## src/rtl/pc_ctrl_pkg.sv

```systemverilog
// rtl/pc_ctrl_pkg.sv - shared types for the program-counter sequencer
// Purpose: FSM state encodings and decoder flow-type codes used by pc_ctrl.
// Ports: none (package).
package pc_ctrl_pkg;

  typedef enum logic [1:0] {
    INIT  = 2'd0,
    FETCH = 2'd1,
    EXEC  = 2'd2,
    HALT  = 2'd3
  } state_t;

  typedef enum logic [1:0] {
    BR_SEQ  = 2'b00,
    BR_JMP  = 2'b01,
    BR_CALL = 2'b10,
    BR_RET  = 2'b11
  } br_type_t;

endpackage

```

## src/rtl/ret_stack.sv

```systemverilog
// rtl/ret_stack.sv - return-address LIFO
// Purpose: small LIFO of return addresses. Only the occupancy counter is
//   reset by clr; entry storage is left as-is.
// Ports:
//   clk, clr       clock, synchronous active-high reset
//   push, pop      push din / pop top entry (ignored when full / empty)
//   din            value to push
//   dout           current top entry (valid when !empty)
//   full, empty    occupancy status
import pc_ctrl_pkg::*;

module ret_stack #(
  parameter int DEPTH = 4,
  parameter int W     = 8
) (
  input  logic         clk,
  input  logic         clr,
  input  logic         push,
  input  logic         pop,
  input  logic [W-1:0] din,
  output logic [W-1:0] dout,
  output logic         full,
  output logic         empty
);

  localparam int PW = $clog2(DEPTH);

  logic [PW:0]  cnt;
  logic [PW:0]  top_idx;
  logic [W-1:0] mem [DEPTH];

  assign full    = (cnt == (PW+1)'(DEPTH));
  assign empty   = (cnt == '0);
  assign top_idx = cnt - (PW+1)'(1);
  assign dout    = mem[top_idx[PW-1:0]];

  always_ff @(posedge clk) begin
    if (clr) begin
      cnt <= '0;
    end else if (push && !full) begin
      cnt <= cnt + (PW+1)'(1);
    end else if (pop && !empty) begin
      cnt <= cnt - (PW+1)'(1);
    end
  end

  always_ff @(posedge clk) begin
    if (!clr && push && !full) begin
      mem[cnt[PW-1:0]] <= din;
    end
  end

endmodule

```

## src/rtl/pc_ctrl.sv

```systemverilog
// rtl/pc_ctrl.sv - fetch/execute sequencer owning the program counter
// Purpose: drives the PC register load enable and next address, handshakes
//   with instruction memory and the decoder, resolves seq/jump/call/return.
// Ports:
//   clk, clr              clock, synchronous active-high reset
//   pc_in                 current PC (fed back from PC register)
//   adrs_next, en_pc      next PC value and its one-cycle load strobe
//   imem_req, imem_ack    fetch request for pc_in / fetch data valid
//   ir_load               instruction register load strobe
//   br_valid, br_type,
//   br_cond, br_target    decoder flow result (sampled in EXEC only)
//   halt, run, halted     stop after current instruction / resume / status
//   err_ovf, err_unf      sticky call-on-full / return-on-empty flags
import pc_ctrl_pkg::*;

module pc_ctrl #(
  parameter int                ADDR_W      = 8,
  parameter logic [ADDR_W-1:0] RESET_VEC   = '0,
  parameter int                STACK_DEPTH = 4
) (
  input  logic              clk,
  input  logic              clr,
  input  logic [ADDR_W-1:0] pc_in,
  output logic [ADDR_W-1:0] adrs_next,
  output logic              en_pc,
  output logic              imem_req,
  input  logic              imem_ack,
  output logic              ir_load,
  input  logic              br_valid,
  input  logic [1:0]        br_type,
  input  logic              br_cond,
  input  logic [ADDR_W-1:0] br_target,
  input  logic              halt,
  input  logic              run,
  output logic              halted,
  output logic              err_ovf,
  output logic              err_unf
);

  state_t            state;
  br_type_t          bt;
  logic [ADDR_W-1:0] pc_inc;
  logic [ADDR_W-1:0] stk_top;
  logic              stk_full;
  logic              stk_empty;
  logic              do_call;
  logic              do_ret;

  assign bt     = br_type_t'(br_type);
  assign pc_inc = pc_in + ADDR_W'(1);

  // A flow result only takes effect in EXEC with br_cond set; a false
  // condition degrades every type to sequential.
  assign do_call = (state == EXEC) && br_valid && br_cond && (bt == BR_CALL);
  assign do_ret  = (state == EXEC) && br_valid && br_cond && (bt == BR_RET);

  ret_stack #(
    .DEPTH (STACK_DEPTH),
    .W     (ADDR_W)
  ) u_stack (
    .clk   (clk),
    .clr   (clr),
    .push  (do_call),
    .pop   (do_ret),
    .din   (pc_inc),
    .dout  (stk_top),
    .full  (stk_full),
    .empty (stk_empty)
  );

  // Outputs depend on same-cycle handshake inputs (ir_load follows imem_ack,
  // adrs_next follows the decoder result), so they are decoded from state.
  always_comb begin
    en_pc     = 1'b0;
    adrs_next = pc_inc;
    imem_req  = 1'b0;
    ir_load   = 1'b0;
    halted    = 1'b0;
    unique case (state)
      INIT: begin
        en_pc     = 1'b1;
        adrs_next = RESET_VEC;
      end
      FETCH: begin
        imem_req = 1'b1;
        ir_load  = imem_ack;
      end
      EXEC: begin
        if (br_valid) begin
          en_pc = 1'b1;
          if (br_cond) begin
            case (bt)
              BR_JMP, BR_CALL: adrs_next = br_target;
              // Return on empty stack falls through to pc_in+1.
              BR_RET: if (!stk_empty) adrs_next = stk_top;
              default: ;
            endcase
          end
        end
      end
      HALT: begin
        halted = 1'b1;
      end
    endcase
  end

  always_ff @(posedge clk) begin
    if (clr) begin
      state   <= INIT;
      err_ovf <= 1'b0;
      err_unf <= 1'b0;
    end else begin
      err_ovf <= err_ovf | (do_call & stk_full);
      err_unf <= err_unf | (do_ret & stk_empty);
      unique case (state)
        INIT:  state <= FETCH;
        FETCH: if (imem_ack) state <= EXEC;
        EXEC:  if (br_valid) state <= halt ? HALT : FETCH;
        HALT:  if (run) state <= FETCH;
      endcase
    end
  end

endmodule
```

## config.mk

```make
export PLATFORM = sky130hd
export DESIGN_NAME = pc_ctrl
export DESIGN_NICKNAME = d
export VERILOG_FILES = /design/src/rtl/pc_ctrl_pkg.sv /design/src/rtl/ret_stack.sv /design/src/rtl/pc_ctrl.sv
export SDC_FILE = /design/constraint.sdc
export NUM_CORES = 1
export LEC_CHECK = 0
export CORE_MARGIN = 2
export CORE_UTILIZATION = 50
export CTS_CLUSTER_DIAMETER = 150
export DETAILED_ROUTE_END_ITERATION = 12
export DONT_BUFFER_PORTS = 1
export PLACE_DENSITY = 0.71
export SETUP_SLACK_MARGIN = 0.02
export SLEW_MARGIN = 20
export SYNTH_ARGS = -nofsm -noshare
export SYNTH_HDL_FRONTEND = slang
export SYNTH_SLANG_ARGS = --single-unit
```

## constraint.sdc

```tcl
create_clock -name clk -period 6.5 [get_ports clk]
set_input_delay 1.95 -clock clk [delete_from_list [all_inputs] [get_ports clk]]
set_output_delay 1.95 -clock clk [all_outputs]
set_load 0.01 [all_outputs]
```

==> insert_results.sql <==
INSERT INTO impl_metrics (metric_group, metric, value, unit) VALUES
('routing', 'routed_wirelength', '3990', 'um'),
('timing', 'fin_worst_skew', '8.99', 'ps'),
('cts', 'tritoncts_num_sinks', '39', ''),
('critical_path', 'critical-path-max-stage-delay', '540', 'ps'),
('worst_hold_path', 'worstHoldStart', 'state[1]$_SDFFE_PP0P_', ''),
('finish', 'syn_to_final_growth', '5.52', '%'),
('cts', 'cts_inserted_buffers', '5', ''),
('yosys', 'ys_seq_elements', '39', ''),
('yosys', 'number_of_library_cell_types_mapped_by_synthesis', '38', ''),
('worst_hold_path', 'hold-path-endpoint', 'state[1]$_SDFFE_PP0P_', ''),
('critical_path', 'worst_setup_path_start_kind', 'primary input', ''),
('cts', 'clk_path_buf_depth', '2', ''),
('routing', 'drt_first_iter_violations', '114', ''),
('power', 'switchingPower', '115', 'uW'),
('routing', 'antenna_violating_nets_post_route', '0', ''),
('power', 'power.switching_fraction', '23.8', '%'),
('timing', 'period_share', '82.5', '%'),
('timing', 'final_period_minus_worst_setup_slack', '5360', 'ps'),
('critical_path', 'critical_path_fanout_max', '7', ''),
('floorplanning', 'pin_count', '39', ''),
('critical_path', 'worstPathCellList', 'ha_1, and3b_1, o32ai_2, nor2b_1, a221o_1', ''),
('cts', 'worst_setup_hold_path_clk_slew', '70', 'ps'),
('yosys', 'synthesis.area', '2090', 'um^2'),
('global_route', 'grt_start_max_net_pins', '14', ''),
('power', 'total_power', '482', 'uW'),
('cts', 'clk_root_buffer_cell', 'sky130_fd_sc_hd__clkbuf_8', ''),
('finish', 'stdcell_count', '213', ''),
('finish', 'n_antenna_cell', '0', ''),
('power', 'combPwrFrac', '11.2', '%'),
('global_route', 'first_global_vias', '1322', ''),
('critical_path', 'timing.reg2reg.setup_slack', '3870', 'ps'),
('routing', 'detail_route.first_pass.iterations', '4', ''),
('worst_hold_path', 'min_delay_path_depth', '2', ''),
('power', 'power.share.clock', '31.6', '%'),
('floorplanning', 'die_w', '68.6', 'um'),
('routing', 'num_vias', '1270', ''),
('global_route', 'number_of_antenna_violations_at_the_first_check_in_global_routing', '0', ''),
('placement', 'detailedPlacementHpwl', '2900', 'um'),
('power', 'power.sequential.fraction', '57.2', '%'),
('cts', 'clk_latency', '280', 'ps'),
('floorplanning', 'y_dimension_of_the_die', '68.6', 'um'),
('yosys', 'synth.top_cell.area_share', '46.1', '%'),
('yosys', 'yosys_warning_total', '0', ''),
('power', 'total_leakage_power', '0.800', 'nW'),
('cts', 'cts_setup_buffers', '0', ''),
('timing', 'report.final.setup_viol', '0', ''),
('critical_path', 'worstReg2RegStart', 'u_stack.cnt[0]$_SDFFE_PP0P_', ''),
('placement', 'globalplace.congestion', '0.783', ''),
('run_status', 'status', 'complete, no violations', ''),
('critical_path', 'critical_path_buf_inv_count', '0', ''),
('finish', 'drive_gt1_share', '13.5', '%'),
('placement', 'place_inst', '205', ''),
('cts', 'htree_num_levels', '2', ''),
('routing', 'post_drt_via_cell_ratio', '5.96', ''),
('yosys', 'syn-num-nets', '199', ''),
('critical_path', 'critical_path.endpoint_type', 'output pin', ''),
('placement', 'numPortBuffers', '0', ''),
('timing', 'fmaxAchievable', '0.186', 'GHz'),
('yosys', 'synth_area_leaders', 'sky130_fd_sc_hd__edfxtp_1, sky130_fd_sc_hd__mux4_2, sky130_fd_sc_hd__ha_1, sky130_fd_sc_hd__dfxtp_1, sky130_fd_sc_hd__inv_1', ''),
('power', 'vdd_drop_max', '0.108', 'mV'),
('critical_path', 'crit_slowest_cell', 'sky130_fd_sc_hd__o32ai_2', ''),
('timing', 'setup-tns-final', '0', 'ps'),
('global_route', 'grt.overflow.total', '0', ''),
('yosys', 'syn-mean-instance-area', '13.0', 'um^2'),
('floorplanning', 'die_area', '4700', 'um^2'),
('routing', 'average_wire_length_per_cell_after_detail_routing', '18.7', 'um'),
('worst_hold_path', 'worstHoldPathType', 'register to register', ''),
('floorplanning', 'fp.coreArea', '4000', 'um^2'),
('critical_path', 'crit_required', '4550', 'ps'),
('cts', 'postCtsHoldBufs', '0', ''),
('timing', 'unrepaired_setup_endpoints_after_global_routing', 'false', '');
-- placed cells by master (no fill, tap or decap), types with 3 or more instances in the layout --
cell type and count:
sky130_fd_sc_hd__edfxtp_1 32, sky130_fd_sc_hd__inv_1 16, sky130_fd_sc_hd__ha_1 14, sky130_fd_sc_hd__nand2_1 9
sky130_fd_sc_hd__mux4_2 8, sky130_fd_sc_hd__nor2_1 7, sky130_fd_sc_hd__dfxtp_1 7, sky130_fd_sc_hd__nand3_1 6
sky130_fd_sc_hd__xnor2_1 5, sky130_fd_sc_hd__a22oi_1 5, sky130_fd_sc_hd__and2_1 5, sky130_fd_sc_hd__clkbuf_8 5
sky130_fd_sc_hd__a21oi_1 4, sky130_fd_sc_hd__nor2b_1 4, sky130_fd_sc_hd__o21ai_0 4, sky130_fd_sc_hd__nor3_1 3
sky130_fd_sc_hd__and3_1 3
-- cells in the mapped netlist, drive strengths merged --
master and number:
nand3b 1, nor2 7, xor2 1, nor4b 1, nor3 3, nand2b 2, mux2 2, and3 3
o21ai 4, nand2 9, dfxtp 7, inv 16, a21o 2, nand3 8, a31oi 2, mux4 8
or3 1, a22oi 5, and3b 1, nor2b 4, a21oi 4, o32ai 1, a221o 2, a221oi 1
ha 14, buf 3, a222oi 1, clkbuf 2, xnor2 5, edfxtp 32, a41oi 1, mux2i 1
and2 5, a211oi 1
-- cell type report --
| cell class | count | area [um^2] |
|---|---|---|
| Clock inverter | 1 | 5.00 |
| Multi-Input combinational cell | 100 | 896 |
| Inverter | 16 | 60.1 |
| Fill cell | 351 | 1800 |
| Clock buffer | 7 | 76.3 |
| Sequential cell | 39 | 1100 |
| Tap cell | 50 | 62.6 |
-- power groups by stage --
stage                     clock, mW  combinational [mW]  sequential, mW
after floorplan                   0              0.0444           0.280
after CTS                     0.156              0.0543           0.276
final                         0.152              0.0542           0.276
after detailed placement          0              0.0541           0.281
after global placement            0              0.0512           0.281
after global routing          0.164              0.0603           0.276
-- logic make-up after synthesis --
kind of cell / after synthesis / share of synthesized area, %
flip-flops: 39 / 52.8
multiplexers: 11 / 10.2
AO/OA/AOI/OAI: 24 / 8.82
buffers and inverters: 21 / 4.26
adder cells (fa/ha/maj): 14 / 8.40
AND/OR/NAND/NOR: 45 / 13.0
XOR/XNOR: 6 / 2.52
-- worst reg2reg max path, cell delays in order (launching register included) --
cell and delay, ps:
sky130_fd_sc_hd__dfxtp_1 810, sky130_fd_sc_hd__inv_1 210, sky130_fd_sc_hd__ha_1 330, sky130_fd_sc_hd__nand2_1 130, sky130_fd_sc_hd__nand3_2 140, sky130_fd_sc_hd__nor2_1 210
sky130_fd_sc_hd__and2_1 450
-- metal layers --
layer | part of all wire, % | track usage (%)
met5 | 0 | 0
met4 | 1.1 | 6.75
met3 | 6.3 | 4.38
met2 | 51 | 33.2
met1 | 42 | 22.6
-- state kept, by name, indices dropped and copies added (netlist names) --
signal       flops
err_ovf          1
err_unf          1
state            2
u_stack.cnt      3
u_stack.mem     32
-- stage by stage --
step                      utilization [%]  cell area [um^2]  hold WS (ps)  setup WS [ps]
after floorplan                         -              2090           479           1450
after global placement               53.0              2120           484           1210
after detailed placement             53.0              2120           500           1150
after CTS                            55.0              2200           510           1150
after global routing                 55.0              2200           551           1070
final                                55.0              2200           505           1140
-- worst max path at each step --
| stage | start | endpoint | slack [ps] | cells past startpoint |
|---|---|---|---|---|
| after detailed placement | br_type[0] | adrs_next[3] | 1150 | 5 |
| after floorplan | br_type[0] | adrs_next[3] | 1450 | 5 |
| after global placement | br_type[0] | adrs_next[4] | 1210 | 5 |
| after CTS | br_type[0] | adrs_next[3] | 1150 | 5 |
| final | br_type[0] | adrs_next[3] | 1140 | 5 |
| after global routing | br_type[0] | adrs_next[3] | 1070 | 5 |
Power figures use the tool's default switching activity.
